**src/rtl/spi_pkg.sv**
```systemverilog
`default_nettype none
// ============================================================================
//  Module      : spi_pkg
//  Description : Shared types and constants for the SPI register slave.
//                FSM state encoding, command-bit values and the bit-counter
//                width helper.
//  Revision    : 1.0 - initial release
// ============================================================================
package spi_pkg;

    typedef enum logic [2:0] {
        IDLE = 3'd0,
        CMD  = 3'd1,
        ADDR = 3'd2,
        DATA = 3'd3,
        DONE = 3'd4
    } spi_state_t;

    localparam logic SPI_CMD_READ  = 1'b1;
    localparam logic SPI_CMD_WRITE = 1'b0;

    // Counter must hold values up to max(ADDR_W, DATA_W).
    function automatic int cnt_width(input int aw, input int dw);
        return $clog2(((aw > dw) ? aw : dw) + 1);
    endfunction

endpackage
`default_nettype wire

```
**src/rtl/spi_reg_slave_if.sv**
```systemverilog
`default_nettype none
// ============================================================================
//  Module      : spi_reg_slave_if
//  Description : Register-file port between the SPI slave and the register
//                file.
//                master : SPI side (issues write strobes and read requests)
//                slave  : register-file side (answers reads)
//  Signals     : wr_en, wr_addr, wr_data, rd_req, rd_addr, rd_valid, rd_data
//  Revision    : 1.0 - initial release
// ============================================================================
interface spi_reg_slave_if #(
    parameter int ADDR_W = 4,
    parameter int DATA_W = 8
);
    logic              wr_en;
    logic [ADDR_W-1:0] wr_addr;
    logic [DATA_W-1:0] wr_data;
    logic              rd_req;
    logic [ADDR_W-1:0] rd_addr;
    logic              rd_valid;
    logic [DATA_W-1:0] rd_data;

    modport master (
        output wr_en, wr_addr, wr_data, rd_req, rd_addr,
        input  rd_valid, rd_data
    );

    modport slave (
        input  wr_en, wr_addr, wr_data, rd_req, rd_addr,
        output rd_valid, rd_data
    );
endinterface
`default_nettype wire

```
**src/rtl/spi_pin_sync.sv**
```systemverilog
`default_nettype none
// ============================================================================
//  Module      : spi_pin_sync
//  Description : Synchronises sclk/cs_n/mosi into the clk domain and decodes
//                the synchronised sclk into sample and shift edge strobes
//                according to CPOL/CPHA.
//  Ports       : clk, reset              - system clock, async active-high reset
//                sclk, cs_n, mosi        - raw SPI pins
//                sclk_sample, sclk_shift - one-clk edge strobes
//                cs_n_s, mosi_s          - synchronised pins
//  Revision    : 1.0 - initial release
// ============================================================================
module spi_pin_sync #(
    parameter bit CPOL        = 1'b0,
    parameter bit CPHA        = 1'b0,
    parameter int SYNC_STAGES = 2
) (
    input  wire logic clk,
    input  wire logic reset,
    input  wire logic sclk,
    input  wire logic cs_n,
    input  wire logic mosi,
    output logic      sclk_sample,
    output logic      sclk_shift,
    output logic      cs_n_s,
    output logic      mosi_s
);

    logic [SYNC_STAGES-1:0] sclk_q;
    logic [SYNC_STAGES-1:0] cs_q;
    logic [SYNC_STAGES-1:0] mosi_q;
    logic                   sclk_d;
    logic                   sclk_s;
    logic                   sclk_rise;
    logic                   sclk_fall;

    // Reset to the idle pin levels so no spurious edge/select is seen.
    always_ff @(posedge clk or posedge reset) begin
        if (reset) begin
            sclk_q <= {SYNC_STAGES{CPOL}};
            cs_q   <= '1;
            mosi_q <= '0;
            sclk_d <= CPOL;
        end else begin
            sclk_q <= {sclk_q[SYNC_STAGES-2:0], sclk};
            cs_q   <= {cs_q[SYNC_STAGES-2:0], cs_n};
            mosi_q <= {mosi_q[SYNC_STAGES-2:0], mosi};
            sclk_d <= sclk_s;
        end
    end

    assign sclk_s    = sclk_q[SYNC_STAGES-1];
    assign cs_n_s    = cs_q[SYNC_STAGES-1];
    assign mosi_s    = mosi_q[SYNC_STAGES-1];
    assign sclk_rise = sclk_s & ~sclk_d;
    assign sclk_fall = ~sclk_s & sclk_d;

    // Modes 0 and 3 sample on the rising edge, modes 1 and 2 on the falling.
    generate
        if (CPOL == CPHA) begin : g_sample_rise
            assign sclk_sample = sclk_rise;
            assign sclk_shift  = sclk_fall;
        end else begin : g_sample_fall
            assign sclk_sample = sclk_fall;
            assign sclk_shift  = sclk_rise;
        end
    endgenerate

endmodule
`default_nettype wire

```
**src/rtl/spi_reg_slave.sv**
```systemverilog
`default_nettype none
// ============================================================================
//  Module      : spi_reg_slave
//  Description : SPI slave bridging an external master to a register file.
//                Frame = cmd bit (1=read) + ADDR_W address + DATA_W data,
//                MSB first, any CPOL/CPHA mode.
//  Ports       : clk, reset         - system clock, async active-high reset
//                sclk, cs_n, mosi   - SPI inputs (asynchronous)
//                miso, miso_oe      - SPI output and its pad enable
//                rd_late            - read data missed the first MISO edge
//                frame_err          - cs_n rose before the frame completed
//                busy               - frame in progress
//                bus                - register-file port (master side)
//  Revision    : 1.0 - initial release
// ============================================================================
module spi_reg_slave
    import spi_pkg::*;
#(
    parameter int ADDR_W      = 4,
    parameter int DATA_W      = 8,
    parameter bit CPOL        = 1'b0,
    parameter bit CPHA        = 1'b0,
    parameter int SYNC_STAGES = 2
) (
    input  wire logic        clk,
    input  wire logic        reset,
    input  wire logic        sclk,
    input  wire logic        cs_n,
    input  wire logic        mosi,
    output logic             miso,
    output logic             miso_oe,
    output logic             rd_late,
    output logic             frame_err,
    output logic             busy,
    spi_reg_slave_if.master  bus
);

    localparam int                CNT_W     = cnt_width(ADDR_W, DATA_W);
    localparam logic [CNT_W-1:0]  ADDR_LAST = CNT_W'(ADDR_W - 1);
    localparam logic [CNT_W-1:0]  DATA_LAST = CNT_W'(DATA_W - 1);

    logic sclk_sample, sclk_shift, cs_n_s, mosi_s;

    spi_pin_sync #(
        .CPOL        (CPOL),
        .CPHA        (CPHA),
        .SYNC_STAGES (SYNC_STAGES)
    ) u_pin_sync (
        .clk         (clk),
        .reset       (reset),
        .sclk        (sclk),
        .cs_n        (cs_n),
        .mosi        (mosi),
        .sclk_sample (sclk_sample),
        .sclk_shift  (sclk_shift),
        .cs_n_s      (cs_n_s),
        .mosi_s      (mosi_s)
    );

    spi_state_t        state, state_next;
    logic [CNT_W-1:0]  cnt;
    logic              cmd;
    logic [ADDR_W-1:0] addr_sh;
    logic [DATA_W-1:0] data_sh;
    logic [DATA_W-1:0] tx_sh;
    logic              tx_loaded;
    logic              rd_wait;
    logic              late;
    logic              cs_n_d;
    logic              frame_abort;

    logic              cs_fall, cs_rise, sample_ok, shift_ok;
    logic              addr_last, data_last;
    logic [ADDR_W-1:0] addr_next;
    logic [DATA_W-1:0] data_next;

    assign cs_fall   = cs_n_d & ~cs_n_s;
    assign cs_rise   = ~cs_n_d & cs_n_s;
    // A cs_n rise outranks any sclk edge seen in the same clk.
    assign sample_ok = sclk_sample & ~cs_rise;
    assign shift_ok  = sclk_shift & ~cs_rise & (state == DATA) & (cmd == SPI_CMD_READ);
    assign addr_next = (addr_sh << 1) | ADDR_W'(mosi_s);
    assign data_next = (data_sh << 1) | DATA_W'(mosi_s);
    assign addr_last = (state == ADDR) & sample_ok & (cnt == ADDR_LAST);
    assign data_last = (state == DATA) & sample_ok & (cnt == DATA_LAST);

    always_ff @(posedge clk or posedge reset) begin
        if (reset) state <= IDLE;
        else       state <= state_next;
    end

    always_comb begin
        state_next  = state;
        frame_abort = 1'b0;
        busy        = (state != IDLE);
        miso_oe     = (state != IDLE);
        if (state == IDLE) begin
            if (cs_fall) state_next = CMD;
        end else if (cs_rise) begin
            state_next  = IDLE;
            frame_abort = (state != DONE);
        end else if (sample_ok) begin
            case (state)
                CMD:     state_next = ADDR;
                ADDR:    if (addr_last) state_next = DATA;
                DATA:    if (data_last) state_next = DONE;
                default: state_next = state;
            endcase
        end
    end

    always_ff @(posedge clk or posedge reset) begin
        if (reset) begin
            cs_n_d      <= 1'b1;
            cnt         <= '0;
            cmd         <= 1'b0;
            addr_sh     <= '0;
            data_sh     <= '0;
            tx_sh       <= '0;
            tx_loaded   <= 1'b0;
            rd_wait     <= 1'b0;
            late        <= 1'b0;
            miso        <= 1'b0;
            rd_late     <= 1'b0;
            frame_err   <= 1'b0;
            bus.wr_en   <= 1'b0;
            bus.wr_addr <= '0;
            bus.wr_data <= '0;
            bus.rd_req  <= 1'b0;
            bus.rd_addr <= '0;
        end else begin
            cs_n_d     <= cs_n_s;
            bus.wr_en  <= 1'b0;
            bus.rd_req <= 1'b0;
            rd_late    <= 1'b0;
            frame_err  <= frame_abort;

            if (state_next != state)
                cnt <= '0;
            else if (sample_ok && (state == ADDR || state == DATA))
                cnt <= cnt + CNT_W'(1);

            if (state == IDLE && cs_fall) begin
                cmd       <= 1'b0;
                addr_sh   <= '0;
                data_sh   <= '0;
                tx_sh     <= '0;
                tx_loaded <= 1'b0;
                rd_wait   <= 1'b0;
                late      <= 1'b0;
                miso      <= 1'b0;
            end

            if (cs_rise) begin
                miso    <= 1'b0;
                rd_wait <= 1'b0;
            end

            if (sample_ok) begin
                case (state)
                    CMD: cmd <= mosi_s;
                    ADDR: begin
                        addr_sh <= addr_next;
                        if (addr_last && cmd == SPI_CMD_READ) begin
                            bus.rd_req  <= 1'b1;
                            bus.rd_addr <= addr_next;
                            rd_wait     <= 1'b1;
                        end
                    end
                    DATA: begin
                        data_sh <= data_next;
                        if (data_last) begin
                            miso <= 1'b0;
                            if (cmd == SPI_CMD_WRITE) begin
                                bus.wr_en   <= 1'b1;
                                bus.wr_addr <= addr_sh;
                                bus.wr_data <= data_next;
                            end
                        end
                    end
                    default: ;
                endcase
            end

            // Data arriving on the same clk as the first shift edge counts as late.
            if (rd_wait && bus.rd_valid && !shift_ok) begin
                tx_sh     <= bus.rd_data;
                tx_loaded <= 1'b1;
                rd_wait   <= 1'b0;
            end

            if (shift_ok) begin
                if (tx_loaded) begin
                    miso  <= tx_sh[DATA_W-1];
                    tx_sh <= tx_sh << 1;
                end else begin
                    // Missed the first edge: stay silent for the rest of the frame.
                    miso    <= 1'b0;
                    rd_wait <= 1'b0;
                    if (!late) begin
                        late    <= 1'b1;
                        rd_late <= 1'b1;
                    end
                end
            end
        end
    end

endmodule
`default_nettype wire

```
**src/flat_wrapper.sv**
```systemverilog
// flat-port wrapper written by rule: the top's interface ports become plain ports
module spi_reg_slave_flat import spi_pkg::*;
#(
    parameter int ADDR_W      = 4,
    parameter int DATA_W      = 8,
    parameter bit CPOL        = 1'b0,
    parameter bit CPHA        = 1'b0,
    parameter int SYNC_STAGES = 2
)
  (clk, reset, sclk, cs_n, mosi, miso, miso_oe, rd_late, frame_err, busy, bus_wr_en, bus_wr_addr, bus_wr_data, bus_rd_req, bus_rd_addr, bus_rd_valid, bus_rd_data);
  spi_reg_slave_if #(.ADDR_W(ADDR_W), .DATA_W(DATA_W)) bus_i ();
  input  wire logic clk;
  input  wire logic reset;
  input  wire logic sclk;
  input  wire logic cs_n;
  input  wire logic mosi;
  output logic miso;
  output logic miso_oe;
  output logic rd_late;
  output logic frame_err;
  output logic busy;
  output wire logic [$bits(bus_i.wr_en)-1:0] bus_wr_en;
  output wire logic [$bits(bus_i.wr_addr)-1:0] bus_wr_addr;
  output wire logic [$bits(bus_i.wr_data)-1:0] bus_wr_data;
  output wire logic [$bits(bus_i.rd_req)-1:0] bus_rd_req;
  output wire logic [$bits(bus_i.rd_addr)-1:0] bus_rd_addr;
  input wire logic [$bits(bus_i.rd_valid)-1:0] bus_rd_valid;
  input wire logic [$bits(bus_i.rd_data)-1:0] bus_rd_data;
  assign bus_wr_en = bus_i.wr_en;
  assign bus_wr_addr = bus_i.wr_addr;
  assign bus_wr_data = bus_i.wr_data;
  assign bus_rd_req = bus_i.rd_req;
  assign bus_rd_addr = bus_i.rd_addr;
  assign bus_i.rd_valid = bus_rd_valid;
  assign bus_i.rd_data = bus_rd_data;
  spi_reg_slave #(.ADDR_W(ADDR_W), .DATA_W(DATA_W), .CPOL(CPOL), .CPHA(CPHA), .SYNC_STAGES(SYNC_STAGES)) u_core (.clk(clk), .reset(reset), .sclk(sclk), .cs_n(cs_n), .mosi(mosi), .miso(miso), .miso_oe(miso_oe), .rd_late(rd_late), .frame_err(frame_err), .busy(busy), .bus(bus_i));
endmodule
```
**config.mk**
```make
export PLATFORM = sky130hd
export DESIGN_NAME = spi_reg_slave_flat
export DESIGN_NICKNAME = d
export VERILOG_FILES = /design/src/rtl/spi_pkg.sv /design/src/rtl/spi_reg_slave_if.sv /design/src/rtl/spi_pin_sync.sv /design/src/rtl/spi_reg_slave.sv /design/src/flat_wrapper.sv
export SDC_FILE = /design/constraint.sdc
export NUM_CORES = 1
export LEC_CHECK = 0
export ABC_AREA = 1
export ABC_CLOCK_PERIOD_IN_PS = 2020
export CAP_MARGIN = 40
export CORE_ASPECT_RATIO = 0.9
export CORE_MARGIN = 2
export CORE_UTILIZATION = 48
export DETAILED_ROUTE_END_ITERATION = 8
export MAX_ROUTING_LAYER = met4
export PLACE_DENSITY = 0.77
export SYNTH_ARGS = -nofsm -noshare
export SYNTH_HDL_FRONTEND = slang
export SYNTH_SLANG_ARGS = --single-unit
```
**constraint.sdc**
```tcl
create_clock -name clk -period 2.02 [get_ports clk]
set_input_delay 0.202 -clock clk [delete_from_list [all_inputs] [get_ports clk]]
set_output_delay 0.202 -clock clk [all_outputs]
set_load 0.02 [all_outputs]
```
==> reports/summary.md, run 1 <==
The tools report the number of antenna-violating nets in the routed design as 0. The finished cells cover 3170 sq um. After the last flow step, the layout net total stands at 320. The tools report the launch point of the worst path as u_core.state[1]$_DFF_PP0_. Summed over all nets, the switching power comes to 0.000683 W. STA classifies the critical path startpoint as a register. In the final routed layout, each cell accounts on average for 12.4 um.

37 I/O pins were placed. The worst slack on hold paths was 0.211 ns. Data on the critical path is required at its endpoint by 1.82 ns.

The initial antenna violation count is 0. The number of flops mapped to enable cells by yosys came out at 0. The residual overflow from global routing came out at 0. The run gives 28 as the count of different cell masters after synthesis. Counting every instance in the synthesized netlist gives 262. In the synthesized netlist the dominant register cell turns out to be sky130_fd_sc_hd__dfrtp_1.

The worst-case IR drop observed on VDD is 0.472 mV. Biggest area consumer among synthesized cells: sky130_fd_sc_hd__dfrtp_1. The floorplan step set the die width to 80.7 um.

Root buffer cell: sky130_fd_sc_hd__clkbuf_8. After detailed routing, the number of remaining DRC violations is 0. TritonCTS built the clock tree. The switching share of power is 0.266.

Cell internal power was estimated by the tool at 0.00189 W. The number of clock buffers added by TritonCTS is 9. Derived from the worst setup path, the maximum achievable clock frequency is 520 MHz. At the pin with the least slew margin, the transition time is 0.413 ns.

The vias per cell was 4.93; the leakage power of the design was 1.48 nW. The number of max-slew violations in the final report was 0. After synthesis, the cell types taking the most area are sky130_fd_sc_hd__dfrtp_1, sky130_fd_sc_hd__nand2_1, sky130_fd_sc_hd__nand3_1. The number of hold buffers added after CTS was 0. The run finished with clean final reports. The share of the clock period used by the worst path after layout is 0.952, and the via count of the routed design is 1857. In this run the worst path has a maximum fanout of 4. The net count after synthesis was 277.

The complex-gate fraction of the synthesized area was 0.104; the area of the mapped netlist was 2540 sq um. Portion of total power attributed to the clock network: 0.417. Walking the worst path, the cells encountered are inv_1 > nand2_1 > inv_1 > nand2_1 > clkdlybuf4s50_1. Y dimension of the die: 73.0 um. By startpoint and endpoint, the worst setup path is classified as reg2out.

The area share of fa/ha/maj cells after synthesis is 0.00493. For the starting DRC count in detailed routing, the log shows 117. The number of global-route vias before repair came out at 1747. The H-tree was split into 3 levels.

For the worst-case headroom to the max-slew limit, the log shows 0.725. Ranked by instance count, the synthesized netlist is headed by sky130_fd_sc_hd__dfrtp_1, sky130_fd_sc_hd__nand2_1, sky130_fd_sc_hd__inv_1. The finished layout holds 377 standard cells, fillers aside.

Among all cell types in the netlist, the one instantiated most often is sky130_fd_sc_hd__dfrtp_1. The core region area is 5190 sq um. The minimum clock period after layout was 1.92 ns. Adding up every negative setup slack in the final design gives 0 ns.

Total cell area at the placement stage: 2960 sq um. Fill cells in the final layout number 460. The run gives 0 as the number of max-cap violations. The path class of the tightest hold or removal check is in2async.

The number of placement rows was 25. The worst register-to-register path begins at u_core.cs_n_d$_DFF_PP1_. The die covers 5890 sq um. Share of final-layout standard cells stronger than drive strength 1: 0.168. The clock arrives with 0.0110 ns of skew.

Clock-pin slew was measured on the worst setup and hold paths at 0.07 ns. The worst stage delay on the critical path works out to 0.61 ns. The number of buffers on the longest clock path is 2. Together, buffers and inverters on the worst path number 3. During synthesis, Yosys emitted a total of 0 warnings.

The logs give 4660 um for the total routed wirelength and 4 for the first-pass detailed-route iteration total. Global-route wire length before repair: 7910 um. The congestion estimate from routability-driven global placement came to 0.824. The run gives 0.583 as the share of synthesized area occupied by flip-flops and latches.

Top cell family by delay on the critical path: buffers and inverters. The final hold violation count was 0; the total routing resource utilization after global routing was 0.187. The mean instance size in the synthesized netlist works out to 9.69 sq um. For the worst-skew pair, the clock arrives at the later sink with an insertion delay of 0.34 ns. Setup repair after global routing left no endpoint under its margin. Setup violations remaining at the end of the flow were counted as 0. Once detailed placement completed, the half-perimeter wirelength came to 3240 um.

The proportion of power drawn by flip-flops and latches was 0.482; the worst reg-to-reg setup slack was 0.39 ns. The post-synthesis async set-or-reset flop share is 1.00. After layout, the design draws a total of 0.00257 W.

Post-synthesis xor/xnor area fraction: 0.0103. The relative contribution of combinational cells to total power was 0.101; the count of input and output buffers was 36. At the worst endpoint, the arrival time is 1.72 ns. Combinational family with the most area after synthesis: simple AND/OR/NAND/NOR gates. The initial standard-cell utilization of the core was 0.489; the layout-stage area growth over the synthesis result was 24.7%. The kind of capture point of the worst setup path was an output pin. The simple-gate area share of the yosys netlist came out at 0.223.

Power spread over the standard cell area amounts to 812 nW/um^2. The maximum number of pins on one net before global-route repair is 43, and the flip-flop and latch count after synthesis is 59. The slowest stage of the critical path belongs to the cell sky130_fd_sc_hd__clkdlybuf4s50_1.

The multiplexer fraction of the synthesized cell area was 0. For this design, the sink count on the clock tree is 59. After detailed placement, the design holds a cell count of 361.

The count of inserted antenna diode cells is 0, and the proportion of netlist area held by the largest area contributor is 0.552.
## power groups by stage
stage | Combinational (W) | Sequential, W | Clock [W]
after floorplan | 0.000173 | 0.00126 | 0
after global placement | 0.000259 | 0.00126 | 0
after detailed placement | 0.000263 | 0.00126 | 0
after CTS | 0.000264 | 0.00124 | 0.00110
after global routing | 0.000291 | 0.00124 | 0.00116
final | 0.000260 | 0.00124 | 0.00107
## cell type report
class,count,area (sq um),area share
flip-flops and latches,59,1480,0.467
multi-input cells,161,870,0.275
repair buffers,39,398,0.126
inverters,35,134,0.0423
clock buffers,9,124,0.0391
well taps,67,83.8,0.0265
clock inverters,7,77.6,0.0245
## layout by cell type (no fill, tap or decap), drive strengths merged
cell           instances
buf                    3
xor2                   3
clkbuf                 9
bufinv                 1
a21oi                  4
clkdlybuf4s50         35
o21bai                 1
a31oi                  8
clkinv                 4
nor3                   3
nand2                 53
dfstp                  3
dfrtp                 56
o21ai                 30
dlymetal6s2s           1
nor2                  27
nand4                  2
ha                     1
inv                   36
nand3                 29
clkinvlp               1
## worst register-to-register path, cell delays in order, from the launching register on
cell	delay, ns
sky130_fd_sc_hd__dfstp_2	0.57
sky130_fd_sc_hd__inv_2	0.05
sky130_fd_sc_hd__nand2_4	0.10
sky130_fd_sc_hd__nand2_4	0.08
sky130_fd_sc_hd__nor2_4	0.12
sky130_fd_sc_hd__nand2_4	0.09
sky130_fd_sc_hd__nor2_4	0.13
sky130_fd_sc_hd__inv_2	0.19
sky130_fd_sc_hd__nand2_1	0.13
sky130_fd_sc_hd__o21ai_2	0.05
## sequential cells by signal (all words and copies together), names as in the netlist, 2 cells and up
signal                    cells
u_core.tx_sh                  8
u_core.u_pin_sync.cs_q        2
u_core.u_pin_sync.sclk_q      2
u_core.bus.rd_addr            4
u_core.data_sh                7
u_core.u_pin_sync.mosi_q      2
u_core.state                  3
u_core.addr_sh                4
u_core.bus.wr_addr            4
u_core.cnt                    4
u_core.bus.wr_data            8
## per-layer routing
layer  vias up  track usage  wire (um)
met5         -            -          0
met4         0       0.0716         57
met3         5       0.0644        240
met2        48        0.267       2070
met1       870        0.248       2290
li1        934            -          -
## through the flow
stage / setup slack [ns] / utilization
final: 0.0969 / 0.610
after global routing: 0.00356 / 0.610
after CTS: 0.0763 / 0.609
after detailed placement: 0.383 / 0.571
after global placement: 0.430 / 0.571
after floorplan: 0.367 / -
## cell families (layout without fill, tap and decap cells)
| logic type | Yosys count | count (layout) |
|---|---|---|
| DFF | 59 | 59 |
| buffers and inverters | 42 | 90 |
| adders and majority gates | 1 | 1 |
| AOI/OAI and AO/OA | 43 | 43 |
| xor gates and xnor gates | 3 | 3 |
| and+or+nand+nor | 114 | 114 |
## path summary, 6_finish.rpt
path                                                            end  cells past startpoint
min in group clk                u_core.u_pin_sync.cs_q[0]$_DFF_PP1_                      1
max in group asynchronous                   u_core.cs_n_d$_DFF_PP1_                      3
worst max-delay path                                           busy                      5
worst min register to register  u_core.u_pin_sync.cs_q[1]$_DFF_PP1_                      0
worst min-delay path                          u_core.late$_DFF_PP0_                      3
worst max register to register    u_core.bus.wr_data[1]$_DFFE_PP0P_                      9
## timing repair
action	in CTS	in global routing
hold endpoints to repair	0	0
buffers inserted	0	0
resized for setup	0	1
setup endpoints to repair	0	2
Power figures use the tool's default switching activity.
==> inputs of run 2 (changes only) <==
--- a/config.mk
+++ b/config.mk
@@ -7,13 +7,13 @@
 export LEC_CHECK = 0
 export ABC_AREA = 1
 export ABC_CLOCK_PERIOD_IN_PS = 2020
-export CAP_MARGIN = 40
+export CAP_MARGIN = 30
 export CORE_ASPECT_RATIO = 0.9
 export CORE_MARGIN = 2
-export CORE_UTILIZATION = 48
+export CORE_UTILIZATION = 53
 export DETAILED_ROUTE_END_ITERATION = 8
 export MAX_ROUTING_LAYER = met4
-export PLACE_DENSITY = 0.77
+export PLACE_DENSITY = 0.83
 export SYNTH_ARGS = -nofsm -noshare
 export SYNTH_HDL_FRONTEND = slang
 export SYNTH_SLANG_ARGS = --single-unit
==> run 2 against run 1 <==
  * Wire length decreased by 0.92%
  * Core utilization increased by 8.9 points
  * Combinational power grew 2%
  * Highest routed layer unchanged
  * Critical path depth did not move
  * Largest cell class unchanged
  * Die area down 8.9%
  * Register-to-register slack barely moved
  * Critical endpoint is now miso_oe
  * Non-clock buffer count rose by 1
  * Power fell by 1.3%
  * Global-route usage up 1.4 points
==> reports/summary.md, run 2 (same netlist as run 1, synthesis figures left out) <==
The flow ran to the end, and the final reports show no timing, DRC or antenna violations. The data required time of the worst path is 1.82 ns (about the same). For the worst-case headroom to the max-slew limit, the log shows 0.721 (-0.00387).

The leakage power of the design was 1.47 nW (-0.55%); the actual transition at the worst max-transition pin was 0.418 ns (+0.00579 ns). The highest clock frequency the design can meet is 528 MHz (+1.6%), and the utilization after layout is 0.699 (+0.0891). The library cell used most frequently in the layout, excluding fill and tap cells, is sky130_fd_sc_hd__dfrtp_1.

The post-detailed-route wirelength per cell is 12.4 um (+0.14%). The count of input and output buffers is 36 (unchanged), and the setup TNS is 0 ns (unchanged). Minimum clock period after layout: 1.89 ns (-0.0302 ns). The tools report the residual overflow from global routing as 0 (unchanged). The tools report the TritonCTS sink count as 59 (unchanged).

The CTS clock-pin slew for the worst setup and hold paths is 0.06 ns (about the same), and the power per unit of standard cell area is 803 nW/um^2 (-1.0%). The peak fanout along the critical path works out to 5 (+1). In this run the critical register-to-register path is launched from u_core.cs_n_d$_DFF_PP1_. Setup clock skew after layout: 0.00788 ns (-0.00316 ns).

For the number of placement rows, the log shows 23 (-8.0%). For the number of DRC violations after detailed routing, the log shows 0 (unchanged). Latest clock arrival within the worst-skew pair: 0.33 ns (about the same). The cell with the biggest individual delay on the critical path is sky130_fd_sc_hd__clkdlybuf4s50_1. The share of final-layout standard cells stronger than drive strength 1 is 0.167 (-0.000539). The logs give 1.69 ns (-0.03 ns) for the arrival time of data at the critical path endpoint and 37 (unchanged) for the number of top-level pins. The logs give 3430 um (+5.7%) for the placed wire-length estimate after detailed placement and 0 (unchanged) for the number of max-slew violations in the final report. The endpoint identified for the worst register-to-register timing path is u_core.bus.rd_addr[0]$_DFFE_PP0P_. The logs give 9 (unchanged) for the number of buffers created by CTS and 3 (unchanged) for the deepest level of the CTS H-tree. The maximum number of pins on one net before global-route repair is 26 (-40%), and the first-pass detailed-route iteration total is 4 (unchanged).

The worst slack on hold paths was 0.129 ns (-0.0820 ns). The highest layer touched by signal routing is met4. The critical path is of the reg2out type. The number of global-route vias before repair came out at 1821 (+4.2%). The initial standard-cell utilization of the core is 0.562 (+0.0730). The final hold violation count is 0 (unchanged). The final net count was 321 (+0.31%); the worst stage delay on the critical path was 0.55 ns (-0.06 ns). The worst setup path is captured at an output pin.

The count of inserted antenna diode cells came out at 0 (unchanged). The total routing resource utilization after global routing was 0.201 (+0.0145); the total die area was 5360 sq um (-8.9%). The run gives 4520 sq um (-13%) as the core region area. The total routed wirelength was 4620 um (-0.92%). The run gives 214 um (-11%) as the total met3 wirelength after detailed routing. The worst setup path is launched from a register.

The power after layout is 0.00254 W (-1.3%), and the number of hold buffers added after cts is 0 (unchanged). The tools report the number of buffers inserted by post-CTS setup repair as 0 (unchanged). TritonCTS built the clock tree. The starting DRC count in detailed routing was 96 (-18%); the number of buffers on the longest clock path was 2 (unchanged).

The die boundary width came out at 77.0 um (-4.6%). The met2 layer wire length in the routed design is 2210 um (+6.8%), and the layout-stage area growth over the synthesis result is 24.4%. The y dimension of the die is 69.7 um (-4.6%), and the number of antenna-violating nets in the routed design is 0 (unchanged). The detailed-routing wirelength on met1 was 2140 um (-6.7%). Last weighted congestion value of the routability-driven placer: 0.902 (+9.5%). Worst min-delay path class: in2async.

The top cell types in the final layout, fill and taps aside, are sky130_fd_sc_hd__dfrtp_1, sky130_fd_sc_hd__nand2_1, sky130_fd_sc_hd__clkdlybuf4s50_1, sky130_fd_sc_hd__inv_1, sky130_fd_sc_hd__nand3_1. Final count of negative-setup-slack endpoints: 0 (unchanged). The run gives 0.40 ns (about the same) as the worst reg-to-reg setup slack.

Initial antenna violation count: 0 (unchanged). Setup repair after global routing left no endpoint under its margin. The critical path goes through inv_1 > nand2_1 > inv_1 > nand2_1 > clkdlybuf4s50_1.

The largest registers in the layout are u_core.bus.wr_data x8, u_core.tx_sh x8, u_core.data_sh x7. The number of max-cap violations came out at 0 (unchanged). The global-route wire length before repair is 8100 um (+2.4%), and the number of cells on the worst reg-to-reg path is 7 (-2). The share of the clock period used by the worst path after layout was 0.937 (-0.0149). The vias per cell works out to 4.99 (+1.3%). The tree is rooted in a sky130_fd_sc_hd__clkbuf_8. The via count of the routed design was 1862 (+0.27%). The maximum VDD drop is 0.483 mV (+2.4%), and the number of instances resized during post-cts repair is 0 (unchanged).
-- run 2: metal layers --
| layer | vias to the layer above | global-route usage |
|---|---|---|
| li1 | 929 | - |
| met4 | 0 | 0.0889 |
| met2 | 41 | 0.308 |
| met5 | - | - |
| met1 | 886 | 0.252 |
| met3 | 6 | 0.0547 |
-- run 2: final cells by class --
class | count | area (sq um)
Multi-Input combinational cell | 161 | 870
Inverter | 35 | 134
Clock inverter | 5 | 52.6
Clock buffer | 11 | 141
Fill cell | 365 | 1360
Sequential cell | 59 | 1480
Timing Repair Buffer | 40 | 403
Tap cell | 62 | 77.6
-- run 2: how the worst max path moves through the flow --
stage                                             end  cells past startpoint                                 from  slack (ns)
global route                                  miso_oe                      5            u_core.state[0]$_DFF_PP0_      0.0008
detailed placement  u_core.bus.wr_data[5]$_DFFE_PP0P_                      9              u_core.cs_n_d$_DFF_PP1_        0.41
CTS                                           miso_oe                      5            u_core.state[0]$_DFF_PP0_        0.11
global placement            u_core.tx_sh[1]$_DFF_PP0_                      8  u_core.u_pin_sync.cs_q[1]$_DFF_PP1_        0.46
finish                                        miso_oe                      5            u_core.state[0]$_DFF_PP0_        0.13
floorplan                 u_core.addr_sh[0]$_DFF_PP0_                      1                                reset        0.37
-- run 2: report_power, final --
part           internal, W  total (W)  switching (W)
sequential         0.00121    0.00124      0.0000243
clock             0.000596    0.00103       0.000436
combinational    0.0000998   0.000266       0.000166
-- run 2: metrics by stage --
stage | setup slack (ns) | instance area (sq um) | cells
5_1_grt | 0.000843 | 3160 | 373
3_3_place_gp | 0.464 | 2960 | 357
2_1_floorplan | 0.367 | 2540 | 262
3_5_place_dp | 0.409 | 2960 | 357
6_report | 0.127 | 3160 | 373
4_1_cts | 0.114 | 3160 | 373
-- run 2: critical path: cells and delay by family, from the launching register on --
kind,cells,cell delay (ns)
buffers and inverters,3,0.79
flip-flops,1,0.40
AND/OR/NAND/NOR,2,0.17
